## src/rtl/score_ctrl_pkg.sv

```systemverilog
// score_ctrl_pkg: shared state encoding and default limits for the score display controller.
package score_ctrl_pkg;
    typedef enum logic [1:0] {IDLE, RUN, FLASH, OVER} state_t;
    localparam int DEF_MAX_POINTS  = 999;
    localparam int DEF_LEVEL_STEP  = 100;
    localparam int DEF_MAX_LEVEL   = 9;
    localparam int DEF_TICK_DIV    = 25000000;
    localparam int DEF_FLASH_TICKS = 6;
endpackage

```

## src/rtl/blink_tick_gen.sv

```systemverilog
// blink_tick_gen: free-running divide-by-TICK_DIV prescaler with synchronous clear and one-cycle tick.
module blink_tick_gen #(
    parameter int TICK_DIV = 25000000
) (
    input  logic clock,
    input  logic reset_n,
    input  logic clear,
    output logic tick
);
    localparam int W = TICK_DIV > 1 ? $clog2(TICK_DIV) : 1;
    logic [W-1:0] cnt;
    assign tick = !clear && cnt == W'(TICK_DIV - 1);
    always_ff @(posedge clock or negedge reset_n) begin
        if (!reset_n) cnt <= '0;
        else          cnt <= (clear || tick) ? '0 : cnt + 1'b1;
    end
endmodule

```

## src/rtl/score_display_controller.sv

```systemverilog
// score_display_controller: accepts point awards, keeps a saturating score and level,
// and blinks the display on each level-up before taking further awards.
module score_display_controller
    import score_ctrl_pkg::*;
#(
    parameter int MAX_POINTS  = DEF_MAX_POINTS,
    parameter int LEVEL_STEP  = DEF_LEVEL_STEP,
    parameter int MAX_LEVEL   = DEF_MAX_LEVEL,
    parameter int TICK_DIV    = DEF_TICK_DIV,
    parameter int FLASH_TICKS = DEF_FLASH_TICKS
) (
    input  logic       clock,
    input  logic       reset_n,
    input  logic       start,
    input  logic       add_valid,
    input  logic [3:0] add_amount,
    output logic       add_ready,
    output logic [9:0] points,
    output logic [3:0] level,
    output logic       blank,
    output logic       game_over
);
    localparam int FW = $clog2(FLASH_TICKS + 1);
    state_t        state, next_state;
    logic          tick, accept, lvl_up, last_tick;
    logic [10:0]   sum, next_threshold;
    logic [9:0]    sat;
    logic [3:0]    new_level;
    logic [FW-1:0] flash_cnt;

    blink_tick_gen #(.TICK_DIV(TICK_DIV)) u_tick (
        .clock  (clock),
        .reset_n(reset_n),
        .clear  (state != FLASH),
        .tick   (tick)
    );

    assign accept    = add_valid && state == RUN;
    assign sum       = {1'b0, points} + 11'(add_amount);
    assign sat       = sum > 11'(MAX_POINTS) ? 10'(MAX_POINTS) : sum[9:0];
    assign lvl_up    = {1'b0, sat} >= next_threshold && level < 4'(MAX_LEVEL);
    assign last_tick = tick && flash_cnt == FW'(FLASH_TICKS - 1);

    // Constant thresholds let a multi-level jump land on the right level with one flash.
    always_comb begin
        new_level = level;
        for (int k = 1; k <= MAX_LEVEL; k++)
            if ({1'b0, sat} >= 11'(k * LEVEL_STEP)) new_level = 4'(k);
    end

    always_ff @(posedge clock or negedge reset_n) begin
        if (!reset_n) state <= IDLE;
        else          state <= next_state;
    end

    always_comb begin
        next_state = state;
        if (start) next_state = RUN;
        else case (state)
            RUN:     if (accept) next_state = lvl_up ? FLASH : (sat == 10'(MAX_POINTS) ? OVER : RUN);
            FLASH:   if (last_tick) next_state = points == 10'(MAX_POINTS) ? OVER : RUN;
            default: next_state = state;
        endcase
    end

    always_comb begin
        add_ready = state == RUN;
        game_over = state == OVER;
    end

    always_ff @(posedge clock or negedge reset_n) begin
        if (!reset_n) begin
            points         <= '0;
            level          <= '0;
            blank          <= 1'b0;
            next_threshold <= 11'(LEVEL_STEP);
            flash_cnt      <= '0;
        end else if (start) begin
            points         <= '0;
            level          <= '0;
            blank          <= 1'b0;
            next_threshold <= 11'(LEVEL_STEP);
            flash_cnt      <= '0;
        end else if (accept) begin
            points <= sat;
            if (lvl_up) begin
                level          <= new_level;
                next_threshold <= 11'((int'(new_level) + 1) * LEVEL_STEP);
                blank          <= 1'b1;
                flash_cnt      <= '0;
            end
        end else if (state == FLASH && tick) begin
            flash_cnt <= flash_cnt + 1'b1;
            blank     <= last_tick ? 1'b0 : !blank;
        end
    end
endmodule

```

## config.mk

```make
export PLATFORM = sky130hd
export DESIGN_NAME = score_display_controller
export DESIGN_NICKNAME = d
export VERILOG_FILES = /design/src/rtl/score_ctrl_pkg.sv /design/src/rtl/blink_tick_gen.sv /design/src/rtl/score_display_controller.sv
export SDC_FILE = /design/constraint.sdc
export NUM_CORES = 1
export LEC_CHECK = 0
export BUFFER_PORTS_ARGS = -buffer_cell sky130_fd_sc_hd__buf_2
export CAP_MARGIN = 20
export CELL_PAD_IN_SITES_DETAIL_PLACEMENT = 1
export CELL_PAD_IN_SITES_GLOBAL_PLACEMENT = 2
export CORE_UTILIZATION = 40
export CTS_BUF_LIST = sky130_fd_sc_hd__clkbuf_8
export DETAILED_ROUTE_END_ITERATION = 12
export PLACE_DENSITY_LB_ADDON = 0.1
export SYNTH_ARGS = -nofsm -noshare
export SYNTH_HDL_FRONTEND = slang
export SYNTH_SLANG_ARGS = --single-unit
```

## constraint.sdc

```tcl
create_clock -name clock -period 7.2 [get_ports clock]
set_clock_uncertainty 0.05 [all_clocks]
set_input_delay 0.36 -clock clock [delete_from_list [all_inputs] [get_ports clock]]
set_output_delay 0.36 -clock clock [all_outputs]
set_load 0.02 [all_outputs]
```

==> reports/summary.json <==
{
  "clock_tree": {
    "tritoncts_clock_tree": "done",
    "cts_max_path_buffers": 2,
    "htree_levels": 2,
    "cts.sink_count": 54,
    "insertion_delay_ns": 0.31,
    "clock-root-buffer": "sky130_fd_sc_hd__clkbuf_8",
    "cts-resized-gates": 0,
    "post_cts.repair.setup_buffers": 0,
    "cts_hold_buf": 0,
    "cts-buffers-inserted": 5,
    "clkTransAtPathRegs_ns": 0.10
  },
  "sta": {
    "final_clock_period_utilization_by_the_worst_path_pct": 79.4,
    "report.final.hold_viol_count": 0,
    "max_slew_margin_pct": 34.9,
    "grt_setup_unrepaired": "false",
    "finalWorstSetupSlack_ns": 1.48,
    "final.min_clock_period_ns": 5.72,
    "drv_slew": 0,
    "achievable-frequency_ghz": 0.175,
    "finalSetupViolations": 0,
    "tightestPinTransition_ns": 0.977,
    "setup_tns_ns": 0
  },
  "global_route": {
    "groute.usage.overall_pct": 23.2,
    "first_global_vias": 3776,
    "grt.overflow.total": 0,
    "number_of_antenna_violations_at_the_first_check_in_global_routing": 0,
    "wire_length_of_the_first_global_routing_pass_um": 20200,
    "pin_count_of_the_biggest_net_entering_global_routing": 55
  },
  "synth": {
    "synth_area_leader_cell": "sky130_fd_sc_hd__dfrtp_1",
    "synth_ff_type": "sky130_fd_sc_hd__dfrtp_1",
    "post-synth-top-area-fraction_pct": 30.2,
    "yosys.cell_count.top_type": "sky130_fd_sc_hd__nor2_1",
    "postSynth.asyncResetShare_pct": 100,
    "yosys_register_bits": 54,
    "post_synth_num_cell_types": 85,
    "synth.top_cells.by_count": "sky130_fd_sc_hd__nor2_1, sky130_fd_sc_hd__dfrtp_1, sky130_fd_sc_hd__nand2_1",
    "syn_inst": 483,
    "synth_enable_flop_cells": 0,
    "ys_top_cells_by_area": "sky130_fd_sc_hd__dfrtp_1, sky130_fd_sc_hd__ha_1, sky130_fd_sc_hd__nor2_1",
    "ys_seq_area_share_pct": 32.0,
    "syn_nets": 520,
    "post_synth_instance_area_um2": 4230,
    "post_synth.cell_area_avg_um2": 8.76,
    "yosysWarnings": 0
  },
  "die": {
    "die_width_um": 105,
    "design.die.area_um2": 11000,
    "core_region_area_um2": 10300,
    "num_rows": 37,
    "initial_utilization_pct": 41.2,
    "die-height_um": 105,
    "design.portCount": 25
  },
  "drt": {
    "first_pass_iters": 4,
    "route.antenna.remaining_nets": 0,
    "final_wl_um": 11900,
    "num_vias": 3684,
    "violation_count_after_the_first_detailed_routing_iteration": 185,
    "drt-vias-per-instance": 5.82,
    "wire_per_inst_um": 18.8,
    "drc_errors": 0
  },
  "finish": {
    "finalCoreUtilization_pct": 44.0,
    "number_of_diodes": 0,
    "area_growth_syn_to_layout_pct": 6.80,
    "nets": 533,
    "layout-drive-gt1-share_pct": 12.9
  },
  "worst_hold_path": {
    "min_path_type": "in -> async"
  },
  "power_and_ir_drop": {
    "leakage_nw": 2.01,
    "power.sequential.fraction_pct": 24.7,
    "switching_power_mw": 0.802,
    "vdd_ir_drop_max_uv": 191,
    "combinationalPowerShare_pct": 62.9,
    "pwr_density_cell_nw_per_um2": 364,
    "clock_power_share_pct": 12.4,
    "tot_pwr_mw": 1.65,
    "internal_power_mw": 0.844,
    "netSwitchingFraction_pct": 48.7
  },
  "setup_path": {
    "critical_path_class": "reg -> reg",
    "wp_data_arrival_ns": 5.85,
    "critPathRequiredTime_ns": 7.33,
    "crit_path_max_fanout": 13,
    "timing.critical_path.to_type": "flip-flop",
    "worst_setup_path_start_kind": "flip-flop"
  },
  "outcome": {
    "result_of_the_run": "finished clean"
  },
  "job": {
    "drv.max_cap_violation_count": 0
  },
  "placed_design": {
    "gp_congestion": 0.857,
    "hpwl_um": 9000,
    "portBuffers": 24,
    "place_worst_setup_slack_ns": 1.44
  }
}
## cells by family (layout without fill, tap and decap cells)
family                     count (synthesis)  after routing  synth area share, %
and+or+nand+nor                          195            195                 23.3
AOI/OAI and AO/OA                        113            113                 20.8
DFF                                       54             54                 32.0
buffers and inverters                     49             63                 5.50
xor gates and xnor gates                  35             35                 7.24
adders and majority gates                 29             29                 8.93
muxes                                      8              8                 2.19
## worst max-delay path: stages (launching register included)
cell	delay [ns]
sky130_fd_sc_hd__dfrtp_1	0.42
sky130_fd_sc_hd__ha_1	0.25
sky130_fd_sc_hd__inv_1	0.08
sky130_fd_sc_hd__fa_1	0.21
sky130_fd_sc_hd__and2b_4	0.23
sky130_fd_sc_hd__o22ai_2	0.54
sky130_fd_sc_hd__xnor2_1	0.36
sky130_fd_sc_hd__and3b_1	0.27
sky130_fd_sc_hd__o41a_1	0.39
sky130_fd_sc_hd__a2111o_1	0.47
sky130_fd_sc_hd__and2_4	0.17
sky130_fd_sc_hd__ha_1	0.20
sky130_fd_sc_hd__and4_2	0.23
sky130_fd_sc_hd__ha_1	0.27
sky130_fd_sc_hd__inv_1	0.04
sky130_fd_sc_hd__ha_1	0.28
sky130_fd_sc_hd__ha_1	0.29
sky130_fd_sc_hd__ha_1	0.32
sky130_fd_sc_hd__a31oi_1	0.20
sky130_fd_sc_hd__xnor2_1	0.09
sky130_fd_sc_hd__a31oi_1	0.17
sky130_fd_sc_hd__nor2_1	0.05
## area by class of cell
cell class / count / area, um^2
inverters: 29 / 109
well taps: 136 / 170
clock buffers: 5 / 68.8
clock inverters: 3 / 37.5
repair buffers: 26 / 135
flip-flops and latches: 54 / 1360
multi-input cells: 380 / 2650
fillers: 1243 / 5760
## stage by stage
step / std cells / hold WS (ns) / area, um^2
3_5_place_dp: 625 / 0.423 / 4410
3_3_place_gp: 625 / 0.419 / 4410
4_1_cts: 633 / 0.152 / 4520
2_1_floorplan: 483 / 0.0144 / 4230
5_1_grt: 633 / 0.193 / 4520
6_report: 633 / 0.125 / 4520
## cells in the final DEF, fill, tap and decap left out, drive strengths merged, types with 4 or more instances in the layout
cell type and instances:
or3 5, and2 5, o2111ai 4, o21ai 12, mux2i 8, inv 31
xnor2 18, o211ai 4, nand4 10, buf 26, dfrtp 51, clkbuf 5
and3 12, a31oi 8, nor4 4, nand2 36, or2 5, a211oi 10
nor3 15, a21oi 22, nand3 17, xor2 17, nor2 69, ha 27
a21o 8
## path summary, 6_finish.rpt
kind | startpoint | endpoint | slack, ns | depth (start not counted)
worst min register to register | u_tick.cnt[0] | u_tick.cnt[0] | 0.43 | 1
max in group asynchronous | reset_n | level[3] | 6.49 | 2
min in group clock | u_tick.cnt[0] | u_tick.cnt[0] | 0.43 | 1
worst min-delay path | reset_n | points[1] | 0.12 | 2
worst max register to register | points[0] | next_threshold[10] | 1.48 | 21
worst max-delay path | points[0] | next_threshold[10] | 1.48 | 21
## layer usage
| layer | share of wire (%) | routed length [um] | GRT usage [%] | vias up |
|---|---|---|---|---|
| li1 | - | - | - | 1777 |
| met1 | 47 | 5540 | 30.4 | 1829 |
| met2 | 49 | 5830 | 39.9 | 62 |
| met3 | 2.6 | 311 | 3.06 | 16 |
| met4 | 1.9 | 222 | 6.74 | 0 |
| met5 | 0 | 0 | 0 | - |
## power groups by stage
stage / sequential, mW / combinational, mW / clock (mW)
finish: 0.406 / 1.04 / 0.204
detailed placement: 0.411 / 1.04 / 0
floorplan: 0.413 / 0.779 / 0
global route: 0.414 / 1.19 / 0.222
global placement: 0.412 / 1.02 / 0
CTS: 0.406 / 1.05 / 0.212
## registers in the layout (all words and copies together), names as in the netlist
signal / count
u_tick.cnt: 25
blank: 1
level: 4
next_threshold: 9
flash_cnt: 3
state: 2
points: 10
No activity file was read; power rests on OpenSTA's default activity.
